## src/rtl/fifo_pkg.sv

```systemverilog
// Shared FIFO definitions: default geometry plus Gray/binary conversions
// used by both the read-side and write-side pointer blocks.
package fifo_pkg;

   localparam int FIFO_ADDR_WIDTH = 3;
   localparam int FIFO_PTR_WIDTH  = FIFO_ADDR_WIDTH + 1;
   localparam int FIFO_DEPTH      = 2 ** FIFO_ADDR_WIDTH;

   function automatic logic [31:0] bin2gray(input logic [31:0] bin);
      return bin ^ (bin >> 1);
   endfunction

   // XOR prefix from the MSB down; unused upper bits are zero and fall out harmlessly.
   function automatic logic [31:0] gray2bin(input logic [31:0] gray);
      logic [31:0] bin;
      bin[31] = gray[31];
      for (int i = 30; i >= 0; i--) begin
         bin[i] = bin[i+1] ^ gray[i];
      end
      return bin;
   endfunction

endpackage

```

## src/rtl/rptr_empty_if.sv

```systemverilog
// Read-side FIFO bus: read request and foreign write pointer in, read pointer and status out.
interface rptr_empty_if #(parameter int ADDR_WIDTH = fifo_pkg::FIFO_ADDR_WIDTH);

   logic                  rinc;
   logic [ADDR_WIDTH:0]   wptr_async;
   logic [ADDR_WIDTH:0]   rptr;
   logic [ADDR_WIDTH-1:0] raddr;
   logic                  empty;
   logic                  almost_empty;
   logic [ADDR_WIDTH:0]   rlevel;
   logic                  underflow;

   modport master (
      output rinc, wptr_async,
      input  rptr, raddr, empty, almost_empty, rlevel, underflow
   );

   modport slave (
      input  rinc, wptr_async,
      output rptr, raddr, empty, almost_empty, rlevel, underflow
   );

endinterface

```

## src/rtl/sync_2ff.sv

```systemverilog
// Two-flop synchronizer for a Gray-coded pointer crossing clock domains.
module sync_2ff #(
   parameter int WIDTH = 1
) (
   input  logic             clk_i,
   input  logic             rst_i,
   input  logic [WIDTH-1:0] d_i,
   output logic [WIDTH-1:0] q_o
);

   logic [WIDTH-1:0] meta_q;
   logic [WIDTH-1:0] sync_q;

   always_ff @(posedge clk_i) begin
      if (rst_i) begin
         meta_q <= '0;
         sync_q <= '0;
      end else begin
         meta_q <= d_i;
         sync_q <= meta_q;
      end
   end

   assign q_o = sync_q;

endmodule

```

## src/rtl/rptr_empty.sv

```systemverilog
// Read-domain pointer and status logic for the dual-clock FIFO: advances the
// read pointer and derives empty/almost_empty/level from the synchronized write pointer.
module rptr_empty
   import fifo_pkg::*;
#(
   parameter int ADDR_WIDTH = FIFO_ADDR_WIDTH,
   parameter int AE_THRESH  = 1
) (
   input  logic       rclk,
   input  logic       rst,
   rptr_empty_if.slave bus
);

   localparam int PTR_W = ADDR_WIDTH + 1;

   logic [PTR_W-1:0]      wptrSync;
   logic [PTR_W-1:0]      wbinSync;
   logic                  accept;
   logic [PTR_W-1:0]      rbin_q,  rbin_d;
   logic [PTR_W-1:0]      rgray_q, rgray_d;
   logic [ADDR_WIDTH-1:0] raddr_q;
   logic [PTR_W-1:0]      level_d, level_q;
   logic                  empty_q, almostEmpty_q, underflow_q;

   sync_2ff #(.WIDTH(PTR_W)) uWptrSync (
      .clk_i (rclk),
      .rst_i (rst),
      .d_i   (bus.wptr_async),
      .q_o   (wptrSync)
   );

   // Read acceptance and a freshly synchronized write are folded into one edge.
   always_comb begin
      accept   = bus.rinc & ~empty_q;
      rbin_d   = rbin_q + PTR_W'(accept);
      rgray_d  = PTR_W'(bin2gray(32'(rbin_d)));
      wbinSync = PTR_W'(gray2bin(32'(wptrSync)));
      level_d  = wbinSync - rbin_d;
   end

   always_ff @(posedge rclk) begin
      if (rst) begin
         rbin_q        <= '0;
         rgray_q       <= '0;
         raddr_q       <= '0;
         level_q       <= '0;
         empty_q       <= 1'b1;
         almostEmpty_q <= 1'b1;
         underflow_q   <= 1'b0;
      end else begin
         rbin_q        <= rbin_d;
         rgray_q       <= rgray_d;
         raddr_q       <= rbin_d[ADDR_WIDTH-1:0];
         level_q       <= level_d;
         empty_q       <= (rgray_d == wptrSync);
         almostEmpty_q <= (level_d <= PTR_W'(AE_THRESH));
         underflow_q   <= underflow_q | (bus.rinc & empty_q);
      end
   end

   assign bus.rptr         = rgray_q;
   assign bus.raddr        = raddr_q;
   assign bus.empty        = empty_q;
   assign bus.almost_empty = almostEmpty_q;
   assign bus.rlevel       = level_q;
   assign bus.underflow    = underflow_q;

endmodule

```

## src/flat_wrapper.sv

```systemverilog
// flat-port wrapper written by rule: the top's interface ports become plain ports
module rptr_empty_flat import fifo_pkg::*;
#(
   parameter int ADDR_WIDTH = FIFO_ADDR_WIDTH,
   parameter int AE_THRESH  = 1
)
  (rclk, rst, bus_rinc, bus_wptr_async, bus_rptr, bus_raddr, bus_empty, bus_almost_empty, bus_rlevel, bus_underflow);
  rptr_empty_if #(.ADDR_WIDTH(ADDR_WIDTH)) bus_i ();
  input  logic rclk;
  input  logic rst;
  input wire logic [$bits(bus_i.rinc)-1:0] bus_rinc;
  input wire logic [$bits(bus_i.wptr_async)-1:0] bus_wptr_async;
  output wire logic [$bits(bus_i.rptr)-1:0] bus_rptr;
  output wire logic [$bits(bus_i.raddr)-1:0] bus_raddr;
  output wire logic [$bits(bus_i.empty)-1:0] bus_empty;
  output wire logic [$bits(bus_i.almost_empty)-1:0] bus_almost_empty;
  output wire logic [$bits(bus_i.rlevel)-1:0] bus_rlevel;
  output wire logic [$bits(bus_i.underflow)-1:0] bus_underflow;
  assign bus_i.rinc = bus_rinc;
  assign bus_i.wptr_async = bus_wptr_async;
  assign bus_rptr = bus_i.rptr;
  assign bus_raddr = bus_i.raddr;
  assign bus_empty = bus_i.empty;
  assign bus_almost_empty = bus_i.almost_empty;
  assign bus_rlevel = bus_i.rlevel;
  assign bus_underflow = bus_i.underflow;
  rptr_empty #(.ADDR_WIDTH(ADDR_WIDTH), .AE_THRESH(AE_THRESH)) u_core (.rclk(rclk), .rst(rst), .bus(bus_i));
endmodule
```

## config.mk

```make
export PLATFORM = sky130hd
export DESIGN_NAME = rptr_empty_flat
export DESIGN_NICKNAME = d
export VERILOG_FILES = /design/src/rtl/fifo_pkg.sv /design/src/rtl/rptr_empty_if.sv /design/src/rtl/sync_2ff.sv /design/src/rtl/rptr_empty.sv /design/src/flat_wrapper.sv
export SDC_FILE = /design/constraint.sdc
export NUM_CORES = 1
export LEC_CHECK = 0
export ABC_AREA = 1
export CAP_MARGIN = 20
export CORE_ASPECT_RATIO = 0.7
export CORE_MARGIN = 1
export CORE_UTILIZATION = 53
export CTS_BUF_LIST = sky130_fd_sc_hd__clkbuf_4 sky130_fd_sc_hd__clkbuf_8 sky130_fd_sc_hd__clkbuf_16
export CTS_CLUSTER_DIAMETER = 150
export DETAILED_ROUTE_END_ITERATION = 8
export PLACE_DENSITY_LB_ADDON = 0.08
export SLEW_MARGIN = 5
export SYNTH_ARGS = -nofsm -noshare
export SYNTH_HDL_FRONTEND = slang
export SYNTH_SLANG_ARGS = --single-unit
```

## constraint.sdc

```tcl
create_clock -name rclk -period 5.4 [get_ports rclk]
set_input_delay 0.54 -clock rclk [delete_from_list [all_inputs] [get_ports rclk]]
set_output_delay 0.54 -clock rclk [all_outputs]
set_load 0.005 [all_outputs]
```

==> run_results.csv, run 1 <==
group,metric,value,unit
synthesis,ys_ff_latch,22,
timing,setup_violations,0,
global_routing,grt_pass1_vias,715,
global_routing,grtUsageTotal,0.208,
timing,finClkSkew,0.00175,ns
worst_setup_path,crit_type,"primary input to flop",
global_routing,top_usage_layer,"met2",
placed_design,pre_cts_ws,2.53,ns
global_routing,grt.overflow.total,0,
placed_design,gp_congestion,0.753,
detailed_routing,drtIter0Drc,9,
power_and_ir_drop,power,366,uW
placed_design,hpwl,1310,um
synthesis,synthSimpleGateAreaFrac,0.317,
die,die_h,38.6,um
power_and_ir_drop,p_switching,99.7,uW
synthesis,yosys-top-cells-area,"dfxtp_1, nor2_1, inv_1",
clock_tree,clockBufferDepth,2,
timing,fmax,0.395,GHz
die,die-area,2100,um^2
detailed_routing,dr.pass1.iters,4,
synthesis,ys_types,22,
timing,worst_slack,2.87,ns
timing,whs,0.412,ns
clock_tree,clockRootBuffer,"clkbuf_4",
hold_path,min-delay-path-class,"flop to flop",
synthesis,netlist_area,1010,um^2
placed_design,port_buffers,20,
layout,antenna_cells,0,
synthesis,synthFlopType,"dfxtp_1",
clock_tree,cts_resized,0,
timing,finalCritPeriodShare,0.469,
synthesis,synthXorXnorAreaFrac,0.0752,
layout,area_delta_synth_final,25.2,%
timing,period_minus_slack,2.53,ns
synthesis,synth_adder_area_share,0.0617,
power_and_ir_drop,clkPwrFrac,0.249,
synthesis,yosysTopAreaCell,"dfxtp_1",
worst_setup_path,worstPathRequired,5.62,ns
synthesis,ys_seq_area_frac,0.434,
worst_setup_path,worst_setup_path_end_kind,"flop",
synthesis,synthArstFlopShare,0,
layout,drive_gt1_frac,0.179,
clock_tree,cts_tree,"built",
worst_setup_path,crit_buf_inv,5,
die,rows,12,
outcome,outcome,"complete, no violations",
global_routing,met2_usage,0.363,
power_and_ir_drop,ir_drop,0.269,mV
detailed_routing,drc,0,
power_and_ir_drop,switching_share,0.272,
synthesis,synth-compound-area-share,0.0234,
power_and_ir_drop,combPwrFrac,0.249,
global_routing,grt_max_degree,22,
global_routing,met3_usage,0.0941,
worst_setup_path,cp_top_family,"buffers and inverters",
synthesis,synth.area.mux_share,0,
die,core,1680,um^2
clock_tree,cts_setup_buffers,0,
synthesis,syn-num-nets,130,
die,start_util,0.603,
synthesis,yosysWarnings,0,
synthesis,netlist_top_cells_count,"dfxtp_1, nor2_1, inv_1",
timing,hold_violations,0,
power_and_ir_drop,p_int,266,uW
worst_setup_path,slowest_delay,0.47,ns
synthesis,syn_avg_cell_area,8.60,um^2
detailed_routing,vias_per_cell,4.54,
timing,setup_tns,0,ns
worst_setup_path,cpMaxStageDelayCell,"clkdlybuf4s50_1",
power_and_ir_drop,powerDensity,288,nW/um^2
clock_tree,cts_htree_levels,1,
clock_tree,clk_pin_slew,0.11,ns
die,ios,21,
timing,tightest_slew,0.686,ns
synthesis,synth-edff-count,0,
die,die_x,54.3,um
detailed_routing,ant_nets,0,
synthesis,yosysTopAreaCellShare,0.434,
power_and_ir_drop,seq_power_share,0.501,
power_and_ir_drop,p_leak,0.594,nW
global_routing,grt_pass1_wl,2930,um
timing,rsz0062_at_grt,"no",
worst_setup_path,worstPathArrival,2.76,ns
clock_tree,clock_latency,0.32,ns
worst_setup_path,startpoint_type,"primary input",
worst_setup_path,crit_path_cell_trace,"clkdlybuf4s50_1 > inv_1 > nor2_1 > ha_1 > ha_1 > inv_1 > nand3_4 > nand2_1 > inv_1 > ha_1 > inv_1 > nand2_1 > nand2_1 > nand2_1 > a21oi_1 > nor2_2",
clock_tree,cts_sinks,22,
clock_tree,cts_made_buffers,3,
timing,relSlewSlack,0.541,
worst_setup_path,path_max_fanout,5,
clock_tree,cts_hold_buf,0,
timing,slew_viol_final,0,
layout,nets,153,
synthesis,synth_cells,118,
global_routing,antenna_found_initial,0,
detailed_routing,vias,731,
run,maxCapViolCount,0,
detailed_routing,wirelength,1640,um
synthesis,synth_top_family_by_area,"simple AND/OR/NAND/NOR gates",
global_routing,met1_usage,0.229,
detailed_routing,post_drt_wl_per_cell,10.2,um
## metrics by stage
| step | cells | utilization | area [um^2] |
|---|---|---|---|
| 2_1_floorplan | 118 | - | 1010 |
| 3_3_place_gp | 157 | 0.734 | 1230 |
| 3_5_place_dp | 157 | 0.734 | 1230 |
| 4_1_cts | 161 | 0.755 | 1270 |
| 5_1_grt | 161 | 0.755 | 1270 |
| 6_report | 161 | 0.755 | 1270 |
## power by group through the flow
stage	Clock [mW]	Sequential [mW]	Combinational, mW
floorplan	0	0.188	0.0533
global placement	0	0.186	0.0892
detailed placement	0	0.187	0.0920
CTS	0.0942	0.183	0.0926
global route	0.100	0.185	0.104
finish	0.0912	0.183	0.0912
## sequential cells by signal (all words and copies together) (netlist names)
signal	flops
u_core.bus.rlevel	4
u_core.bus.rptr	4
u_core.uWptrSync.meta_q	4
u_core.uWptrSync.q_o	4
u_core.bus.raddr	2
u_core.bus.almost_empty	1
u_core.bus.empty	1
u_core.bus.underflow	1
u_core.rbin_q	1
## routing by layer
layer / part of all wire / vias up
met5: 0 / -
met4: 0.014 / 0
met3: 0.064 / 2
met2: 0.47 / 18
met1: 0.45 / 321
li1: - / 390
## cell usage in the layout, fill, tap and decap left out
cell type,count
clkdlybuf4s50_1,20
clkbuf_8,1
dfxtp_1,22
nand3_4,2
nor2_4,3
o21ai_1,1
nor2_1,22
nand2_1,16
nand2_4,1
xnor2_1,1
nor2_2,3
xnor2_2,1
clkbuf_4,3
inv_2,1
a21oi_2,1
a21oi_1,2
xor2_2,1
xor2_1,4
nand3_1,1
nand2_2,4
nand3b_4,1
ha_1,5
nand3_2,3
inv_1,21
## kinds of logic (layout without fill, tap and decap cells)
logic type,after synthesis,in the layout
compound gates,4,4
simple gates,56,56
flops,22,22
fa+ha+maj,5,5
xor+xnor,7,7
buf+inv,24,46
## worst reg2reg max path: stages, from the launching register on
cell	delay [ns]
dfxtp_1	0.37
nor2_1	0.06
ha_1	0.20
ha_1	0.39
inv_1	0.16
nand3_4	0.13
nand2_1	0.10
inv_1	0.05
ha_1	0.18
inv_1	0.08
nand2_1	0.06
nand2_1	0.06
nand2_1	0.07
a21oi_1	0.16
nor2_2	0.06
## cell type report
type                    instances  area, um^2
flip-flops and latches         22         440
fillers                       122         412
clock buffers                   4        36.3
inverters                      22        82.6
multi-input cells              72         484
well taps                      21        26.3
repair buffers                 20         200
## path summary, 6_finish.rpt
check,startpoint,endpoint,slack [ns],cells after the start
hold reg to reg,u_core.uWptrSync.meta_q[2],u_core.uWptrSync.q_o[2],0.41,2
hold / removal,u_core.uWptrSync.meta_q[2],u_core.uWptrSync.q_o[2],0.41,2
setup / recovery,bus_rinc,u_core.bus.almost_empty,2.87,16
setup reg to reg,u_core.bus.empty,u_core.bus.almost_empty,3.20,14
Note: power is estimated with default switching activity, not from simulation.
==> inputs of run 2 (changes only) <==
--- a/config.mk
+++ b/config.mk
@@ -9,7 +9,7 @@
 export CAP_MARGIN = 20
 export CORE_ASPECT_RATIO = 0.7
 export CORE_MARGIN = 1
-export CORE_UTILIZATION = 53
+export CORE_UTILIZATION = 49
 export CTS_BUF_LIST = sky130_fd_sc_hd__clkbuf_4 sky130_fd_sc_hd__clkbuf_8 sky130_fd_sc_hd__clkbuf_16
 export CTS_CLUSTER_DIAMETER = 150
 export DETAILED_ROUTE_END_ITERATION = 8
==> constraint.sdc (replaced) <==
create_clock -name rclk -period 2.4 [get_ports rclk]
set_input_delay 0.24 -clock rclk [delete_from_list [all_inputs] [get_ports rclk]]
set_output_delay 0.24 -clock rclk [all_outputs]
set_load 0.005 [all_outputs]
==> run 2 against run 1 <==
Combinational power rose by 150%. First-iteration DRC count fell by 11%. Clock-buffer cell count fell by 1. Worst setup slack got worse by 2.6 ns. Sequential share of layout area fell by 2.0 points. Cell count rose by 5.6%. Flip-flop and latch count did not move. Power rose to 2.5 times the previous value. Clock power rose to 3.2 times the previous value. Core utilization fell by 4.7 points. Register-to-register slack got worse by 2.9 ns. Critical path type unchanged. Critical endpoint unchanged. Largest power group unchanged. Highest routed layer unchanged.
==> run_results.csv, run 2 (same netlist as run 1, synthesis figures left out) <==
group,metric,value,unit
worst_setup_path,cp_top_family,"simple AND/OR/NAND/NOR gates",
detailed_routing,drtIter0Drc,8,
clock_tree,cts_htree_levels,1,
die,start_util,0.533,
detailed_routing,drc,0,
timing,fmax,0.458,GHz
global_routing,grt_pass1_wl,2890,um
clock_tree,cts_tree,"built",
worst_setup_path,startpoint_type,"primary input",
power_and_ir_drop,p_leak,0.639,nW
power_and_ir_drop,power,925,uW
hold_path,hold_depth,2,
power_and_ir_drop,p_int,687,uW
worst_setup_path,reg2reg_slack,0.29,ns
timing,hold_violations,0,
worst_setup_path,cpMaxStageDelayCell,"clkdlybuf4s50_1",
placed_design,gp_congestion,0.829,
clock_tree,clock_latency,0.32,ns
global_routing,grt_pass1_vias,665,
power_and_ir_drop,clkPwrFrac,0.311,
layout,antenna_cells,0,
layout,layout_common_cells,"nor2_1, dfxtp_1, inv_1",
layout,nets,161,
timing,tightest_slew,0.312,ns
die,die_x,56.4,um
worst_setup_path,worst_setup_path_end_kind,"flop",
clock_tree,clk_pin_slew,0.13,ns
timing,finalCritPeriodShare,0.909,
worst_setup_path,path_max_fanout,3,
layout,multi_input_area,484,um^2
timing,rsz0062_at_grt,"no",
clock_tree,cts_setup_buffers,0,
clock_tree,cts_made_buffers,3,
power_and_ir_drop,combPwrFrac,0.243,
placed_design,port_buffers,20,
power_and_ir_drop,seq_power_share,0.446,
detailed_routing,dr.pass1.iters,4,
layout,register_area,440,um^2
die,ios,21,
power_and_ir_drop,ir_drop,0.583,mV
worst_setup_path,worstPathArrival,2.41,ns
timing,relSlewSlack,0.791,
detailed_routing,wirelength,1810,um
layout,area_delta_synth_final,32.8,%
power_and_ir_drop,p_switching,238,uW
worst_setup_path,worst-r2r-cell-count,14,
global_routing,antenna_found_initial,0,
power_and_ir_drop,switching_share,0.257,
die,core,1900,um^2
timing,finClkSkew,0.00485,ns
timing,setup_violations,0,
outcome,outcome,"complete, no violations",
clock_tree,clockRootBuffer,"clkbuf_4",
worst_setup_path,cp_num_cells,16,
timing,period_minus_slack,2.18,ns
detailed_routing,vias_per_cell,4.49,
clock_tree,cts_hold_buf,0,
global_routing,grt.overflow.total,0,
die,die_h,40.1,um
worst_setup_path,crit_type,"primary input to flop",
global_routing,grtUsageTotal,0.187,
clock_tree,cts_sinks,22,
run,maxCapViolCount,0,
die,rows,13,
clock_tree,cts_resized,0,
global_routing,grt_max_degree,15,
worst_setup_path,worstPathRequired,2.63,ns
worst_setup_path,crit_path_cell_trace,"clkdlybuf4s50_1 > inv_1 > nor2_1 > ha_1 > ha_1 > inv_1 > nand2_1 > nand2_4 > ha_1 > inv_1 > nor2_1 > nand3_4 > nand3_2 > nand2_2 > nor2_2 > nor2_2",
detailed_routing,vias,764,
layout,final_cells,170,
hold_path,hold_start,"u_core.uWptrSync.meta_q[1]",
worst_setup_path,slowest_delay,0.48,ns
layout,fillerInstances,166,
clock_tree,clockBufferDepth,2,
die,die-area,2260,um^2
worst_setup_path,crit_buf_inv,4,
placed_design,placed_cells,166,
timing,slew_viol_final,0,
detailed_routing,post_drt_wl_per_cell,10.6,um
worst_setup_path,setup.worst_path.start,"bus_rinc",
placed_design,hpwl,1330,um
layout,drive_gt1_frac,0.223,
hold_path,min-delay-path-class,"flop to flop",
detailed_routing,ant_nets,0,
worst_setup_path,timing.rr.start,"u_core.bus.empty",
power_and_ir_drop,powerDensity,687,nW/um^2
==> run 2: cell count changes in the layout (fill, tap and decap cells not counted) <==
| cell | previous run | this run |
|---|---|---|
| bufinv_16 | 0 | 1 |
| clkbuf_8 | 1 | 0 |
| buf_4 | 0 | 8 |
==> run 2: final timing paths <==
kind,endpoint
worst max-delay path,u_core.bus.almost_empty
worst min-delay path,u_core.uWptrSync.q_o[1]
worst max register to register,u_core.bus.almost_empty
worst min register to register,u_core.uWptrSync.q_o[1]
==> run 2: tightest hold or removal path: cells and delay by family (launching register included) <==
family / cells / cell delay (ns)
buf+inv: 1 / 0.04
flops: 1 / 0.32
simple gates: 1 / 0.03
==> run 2: stage by stage <==
| step | hold slack (ns) | setup slack, ns | util | TNS [ns] | instance area [um^2] |
|---|---|---|---|---|---|
| final | 0.411 | 0.219 | 0.708 | 0 | 1350 |
| after CTS | 0.410 | 0.218 | 0.708 | 0 | 1350 |
| after floorplan | 0.347 | 0.399 | - | 0 | 1010 |
| after global routing | 0.432 | 0.0914 | 0.708 | 0 | 1350 |
| after detailed placement | 0.400 | -0.0964 | 0.680 | -0.130 | 1290 |
| after global placement | 0.391 | -0.0269 | 0.680 | -0.0269 | 1290 |
==> run 2: power groups by stage <==
| stage | Combinational (mW) | Clock [mW] | Sequential, mW |
|---|---|---|---|
| 2_1_floorplan | 0.120 | 0 | 0.423 |
| 3_3_place_gp | 0.216 | 0 | 0.420 |
| 3_5_place_dp | 0.221 | 0 | 0.420 |
| 4_1_cts | 0.226 | 0.294 | 0.412 |
| 5_1_grt | 0.250 | 0.307 | 0.416 |
| 6_report | 0.225 | 0.288 | 0.412 |
==> run 2: layout make-up <==
cell class / count / area share
clock buffer: 3 / 0.0167
tap: 22 / 0.0204
inverter: 22 / 0.0613
sequential: 22 / 0.327
multi-input combinational: 72 / 0.359
timing repair buffer: 28 / 0.193
clock inverter: 1 / 0.0223
==> run 2: routing by layer <==
layer,track usage,part of all wire,vias to the layer above,wire [um]
li1,-,-,406,-
met4,0.122,0.022,0,39
met2,0.313,0.43,20,774
met3,0.0774,0.051,6,92
met5,0,0,-,0
met1,0.208,0.50,332,903
